--- src/rtl/climate_cmd_ctrl.sv ---
// climate_cmd_ctrl: validates UART commands into threshold registers or a manual override,
// and drives the fan/humidifier enables with hysteresis in AUTO.
module climate_cmd_ctrl #(
   parameter logic [6:0]  DEF_MAX_TEMP = 7'd25,
   parameter logic [6:0]  DEF_MIN_TEMP = 7'd10,
   parameter logic [6:0]  DEF_MAX_HUM  = 7'd50,
   parameter logic [6:0]  DEF_MIN_HUM  = 7'd20,
   parameter logic [31:0] OVR_TIMEOUT  = 32'd30_000_000
) (
   input  logic       clk_1Mhz,
   input  logic       rst_n,
   input  logic [7:0] chr_cmd,
   input  logic [7:0] chr_val0,
   input  logic [7:0] chr_val1,
   input  logic       rx_msg_done,
   input  logic [7:0] temperature,
   input  logic [7:0] humidity,
   output logic [6:0] max_temp,
   output logic [6:0] min_temp,
   output logic [6:0] max_hum,
   output logic [6:0] min_hum,
   output logic       fan_on,
   output logic       hum_on,
   output logic       manual_mode,
   output logic       cfg_update,
   output logic       cmd_err
);
   localparam logic [2:0] IDLE = 3'd0, LATCH = 3'd1, CHECK = 3'd2, COMMIT = 3'd3, ERR = 3'd4;
   logic [2:0]  state;
   logic        rx_prev;
   logic [7:0]  cmd_q, v0_q, v1_q;
   logic [31:0] timer;
   logic        dig_ok, bit_ok, pass;
   logic [6:0]  val;
   always_comb begin
      dig_ok = v0_q >= 8'h30 && v0_q <= 8'h39 && v1_q >= 8'h30 && v1_q <= 8'h39;
      bit_ok = v0_q[7:1] == 7'h18 && v1_q[7:1] == 7'h18;
      val    = 7'(v0_q[3:0]) * 7'd10 + 7'(v1_q[3:0]);
      pass   = cmd_q == "A" ? dig_ok && val > min_temp :
               cmd_q == "B" ? dig_ok && val < max_temp :
               cmd_q == "C" ? dig_ok && val > min_hum  :
               cmd_q == "D" ? dig_ok && val < max_hum  :
               cmd_q == "L" ? bit_ok : 1'b0;
   end
   always_ff @(posedge clk_1Mhz or negedge rst_n) begin
      if (!rst_n) begin
         state       <= IDLE;
         rx_prev     <= 1'b0;
         cmd_q       <= 8'h00;
         v0_q        <= 8'h00;
         v1_q        <= 8'h00;
         timer       <= 32'd0;
         max_temp    <= DEF_MAX_TEMP;
         min_temp    <= DEF_MIN_TEMP;
         max_hum     <= DEF_MAX_HUM;
         min_hum     <= DEF_MIN_HUM;
         fan_on      <= 1'b0;
         hum_on      <= 1'b0;
         manual_mode <= 1'b0;
         cfg_update  <= 1'b0;
         cmd_err     <= 1'b0;
      end else begin
         rx_prev    <= rx_msg_done;
         cfg_update <= 1'b0;
         cmd_err    <= 1'b0;
         // override hold; AUTO only runs once manual_mode has actually dropped
         if (manual_mode) begin
            if (timer != 32'd0) timer <= timer - 32'd1;
            else manual_mode <= 1'b0;
         end else begin
            if (temperature > {1'b0, max_temp}) fan_on <= 1'b1;
            else if (temperature < {1'b0, min_temp}) fan_on <= 1'b0;
            if (humidity < {1'b0, min_hum}) hum_on <= 1'b1;
            else if (humidity > {1'b0, max_hum}) hum_on <= 1'b0;
         end
         case (state)
            IDLE:   if (rx_msg_done && !rx_prev) state <= LATCH;
            LATCH: begin
               cmd_q <= chr_cmd;
               v0_q  <= chr_val0;
               v1_q  <= chr_val1;
               state <= CHECK;
            end
            CHECK:  state <= pass ? COMMIT : ERR;
            COMMIT: begin
               cfg_update <= 1'b1;
               state      <= IDLE;
               if (cmd_q == "A") max_temp <= val;
               if (cmd_q == "B") min_temp <= val;
               if (cmd_q == "C") max_hum  <= val;
               if (cmd_q == "D") min_hum  <= val;
               if (cmd_q == "L") begin
                  manual_mode <= 1'b1;
                  fan_on      <= v0_q[0];
                  hum_on      <= v1_q[0];
                  timer       <= OVR_TIMEOUT;
               end
            end
            ERR: begin
               cmd_err <= 1'b1;
               state   <= IDLE;
            end
            default: state <= IDLE;
         endcase
      end
   end
endmodule

--- config.mk ---
export PLATFORM = sky130hd
export DESIGN_NAME = climate_cmd_ctrl
export DESIGN_NICKNAME = d
export VERILOG_FILES = /design/src/rtl/climate_cmd_ctrl.sv
export SDC_FILE = /design/constraint.sdc
export NUM_CORES = 1
export LEC_CHECK = 0
export CAP_MARGIN = 20
export CORE_AREA = 2 2 114 88
export DETAILED_ROUTE_END_ITERATION = 16
export DIE_AREA = 0 0 116 90
export GPL_TIMING_DRIVEN = 0
export PLACE_DENSITY_LB_ADDON = 0.12
export SLEW_MARGIN = 20
export SYNTH_ARGS = -nofsm -noshare
export SYNTH_HDL_FRONTEND = slang
export SYNTH_SLANG_ARGS = --single-unit
--- constraint.sdc ---
create_clock -name clk_1Mhz -period 6.84 [get_ports clk_1Mhz]
set_input_delay 1.026 -clock clk_1Mhz [delete_from_list [all_inputs] [get_ports clk_1Mhz]]
set_output_delay 1.026 -clock clk_1Mhz [all_outputs]
set_load 0.005 [all_outputs]
==> metrics.sh <==
STATUS='completed'
WORSTHOLDPATHTYPE='flip-flop to flip-flop'
CLOCK_NET_SINK_COUNT=93
SHARE_OF_SYNTHESIZED_REGISTERS_CARRYING_AN_ASYNC_SET_OR_RESET_PCT=100
WORSTSETUPPATHTYPE='flip-flop to flip-flop'
POST-ROUTE-CELL-AREA_UM2=6670
SETUP-TNS-FINAL_NS=0
LEAKAGE_nW=2.90
MAX_FREQ_MHz=246
POST-ROUTE-PERIOD-UTIL_PCT=59.3
UNIQUE_MASTERS_POST_SYNTH=49
NUMBER_OF_ENABLE_FLIP_FLOP_CELLS_AFTER_SYNTHESIS=0
SLEW_VIOLATIONS=0
GRT_FIRST_PASS_WIRELENGTH_MM=22.5
FINAL.SETUP_SKEW_NS=0.00720
CTSHTREEMAXLEVEL=3
SYNTH.AVG_CELL_AREA_UM2=10.1
GRT_OVERFLOW_TOTAL=0
AVGVIACOUNTPERCELL=5.91
WORST_SLEW_PIN_SLEW_NS=1.00
SHARE_OF_SYNTHESIZED_AREA_OCCUPIED_BY_FLIP_FLOPS_AND_LATCHES_PCT=42.9
TIMING_HOLD_VIOLATIONS_FINAL=0
GRT_SETUP_UNREPAIRED='no'
DR.FIRST_ITER.DRC_COUNT=281
CTSLONGESTPATHBUFFERS=2
POSTCTSSETUPBUFFERS=0
ROUTED_LENGTH_PER_INSTANCE_UM=17.5
AREA_GROWTH_SYN_TO_LAYOUT_PCT=22.4
SYNTH.CELL_AREA_UM2=5450
SYNTH_FF_TYPE='sky130_fd_sc_hd__dfrtp_1'
POSTROUTEWIRELENGTH_MM=13.4
GLOBALPLACE.CONGESTION=0.898
CRIT_PATH_START_KIND='flip-flop'
CLOCKROOTBUFFER='sky130_fd_sc_hd__clkbuf_16'
POWER.IR.VDD_WORST_mV=0.189
PLACEMENT.CELL_AREA_UM2=6390
CTSRESIZECOUNT=0
GRT.TOTAL_USAGE_PCT=27.5
SYNTH_WARNINGS=0
GRT_MAX_DEGREE=65
VIAS=4513
SYNTHESIS.INSTANCES=539
LAYOUT_CELLS_SIZED_ABOVE_1_PCT=10.3
DRC=0
CLOCK_PIN_SLEW_OF_THE_REGISTERS_ON_THE_WORST_CASE_SETUP_AND_HOLD_PATHS_NS=0.07
DRT-PASS1-ITER-COUNT=4
POST_LAYOUT_POWER_W=0.00238
TRITONCTS='done'
TRITONCTS.NUM_BUFFERS=9
SETUP_VIOL_COUNT_FINAL=0
FINAL.MIN_CLOCK_PERIOD_NS=4.06
CORE-AREA_UM2=9390
ANT_NETS=0
CRITPATHREQUIREDTIME_NS=7.09
LEADING_CELL_TYPE_IN_THE_LAYOUT_FILL_AND_TAPS_EXCLUDED='sky130_fd_sc_hd__dfrtp_1'
TIMING.CRITICAL_PATH.FANOUT_MAX=6
CHIPHEIGHT_UM=90
ANTENNA_CELLS=0
REG2REG_SETUP_SLACK_NS=2.78
FINAL_NETS=731
DRV_CAP=0
INITIAL_CELL_DENSITY_OF_THE_CORE_PCT=58.1
MOST-COMMON-LAYOUT-CELLS='sky130_fd_sc_hd__dfrtp_1, sky130_fd_sc_hd__clkdlybuf4s50_1, sky130_fd_sc_hd__ha_1, sky130_fd_sc_hd__nand2_1, sky130_fd_sc_hd__o21ai_0'
DIEAREA_UM2=10400
RELSLEWSLACK_PCT=32.5
FILL_CELLS=736
CTS_HOLD_REPAIR.BUFFERS=0
SYN_NETS=644
WORSTSKEWPAIRLATENCY_NS=0.34
ANTENNA_FOUND_INITIAL=0
PLACE_HPWL_MM=10.2
WORST_ENDPOINT_DATA_ARRIVAL_TIME_NS=4.31
REGISTER_BIT_COUNT_REPORTED_BY_YOSYS=93
BOUNDARYPINS=76
POWER_DENSITY_OVER_CELL_AREA_nW_PER_UM2=358
ENDPOINT_KIND='flip-flop'
IO_BUFFERS=75
GRT_PASS1_VIAS=4608
DIE_W_UM=116
NUM_ROWS=31
-- layout make-up --
class / count / area (µm²) / area share, %
Clock inverter: 5 / 37.5 / 0.563
Sequential cell: 93 / 2340 / 35.1
Inverter: 39 / 146 / 2.20
Clock buffer: 11 / 233 / 3.49
Tap cell: 132 / 165 / 2.48
Timing Repair Buffer: 76 / 779 / 11.7
Buffer: 14 / 61.3 / 0.919
Multi-Input combinational cell: 393 / 2910 / 43.6
-- state kept, by name (all words and copies together), names as in the netlist, 3 cells and up --
register / count
max_temp: 7
v1_q: 8
cmd_q: 8
timer: 32
state: 3
min_hum: 7
max_hum: 7
min_temp: 7
v0_q: 8
-- critical path: stages (launching register included) --
cell                       delay, ns
sky130_fd_sc_hd__dfrtp_1        0.47
sky130_fd_sc_hd__ha_1           0.33
sky130_fd_sc_hd__ha_1           0.20
sky130_fd_sc_hd__inv_1          0.06
sky130_fd_sc_hd__fa_1           0.44
sky130_fd_sc_hd__nor3b_1        0.28
sky130_fd_sc_hd__xnor2_1        0.33
sky130_fd_sc_hd__inv_1          0.24
sky130_fd_sc_hd__ha_1           0.36
sky130_fd_sc_hd__a211oi_1       0.22
sky130_fd_sc_hd__o21ai_0        0.18
sky130_fd_sc_hd__o311ai_0       0.51
sky130_fd_sc_hd__a221oi_1       0.15
sky130_fd_sc_hd__nor3_1         0.20
-- cells in the mapped netlist, drive strengths merged, types with 4 or more instances --
library cell  instances  area share, %
nor2b                 4           0.46
nor4                 15            1.8
clkbuf               12           0.83
nand3                16            1.5
ha                   60             14
mux2                 29            6.0
nand2                42            2.9
nor3                 17            1.8
nand2b                5           0.57
dfstp                10            4.8
nor2                 32            2.2
xnor2                23            3.7
o21ai                42            3.9
a211oi                6           0.83
and3                  6           0.69
or3                   7           0.80
o31ai                 4           0.55
dfrtp                83             38
nand4                10            1.1
a21oi                22            2.0
xor2                  8            1.3
or4                   6           0.96
inv                  39            2.7
-- per-layer routing --
layer  GRT usage (%)  share of wire [%]
met1            39.6                 48
met5               0                  0
met3            7.15                7.2
met4            7.34                1.2
met2            41.4                 44
-- final timing paths --
path	start	endpoint	cells after the start
max	v0_q[1]	state[1]	13
min	max_hum[5]	max_hum[5]	2
max reg2reg	v0_q[1]	state[1]	13
min reg2reg	max_hum[5]	max_hum[5]	2
max in group asynchronous	rst_n	min_temp[1]	2
min in group asynchronous	rst_n	fan_on	1
-- logic make-up after synthesis --
family          after synthesis  share of synthesized area, %
simple gates                175                          17.2
compound gates               96                          10.6
flops                        93                          42.9
fa+ha+maj                    62                          14.5
xor+xnor                     31                          4.98
mux                          29                          5.99
buf+inv                      53                          3.81
-- report_power, final --
group          internal, W  total [W]  switching (W)
sequential        0.000626   0.000701      0.0000747
combinational     0.000508    0.00122       0.000710
clock             0.000249   0.000466       0.000217
-- per-stage QoR --
step	hold WS, ns	util, %	setup WS, ns	cells
final	0.496	71.0	2.78	763
after global routing	0.534	71.0	2.48	763
after CTS	0.499	71.0	2.84	763
after detailed placement	0.490	68.1	2.88	747
after global placement	0.478	67.8	1.36	746
after floorplan	0.469	-	3.48	539
(Power assumes the default switching activity.)
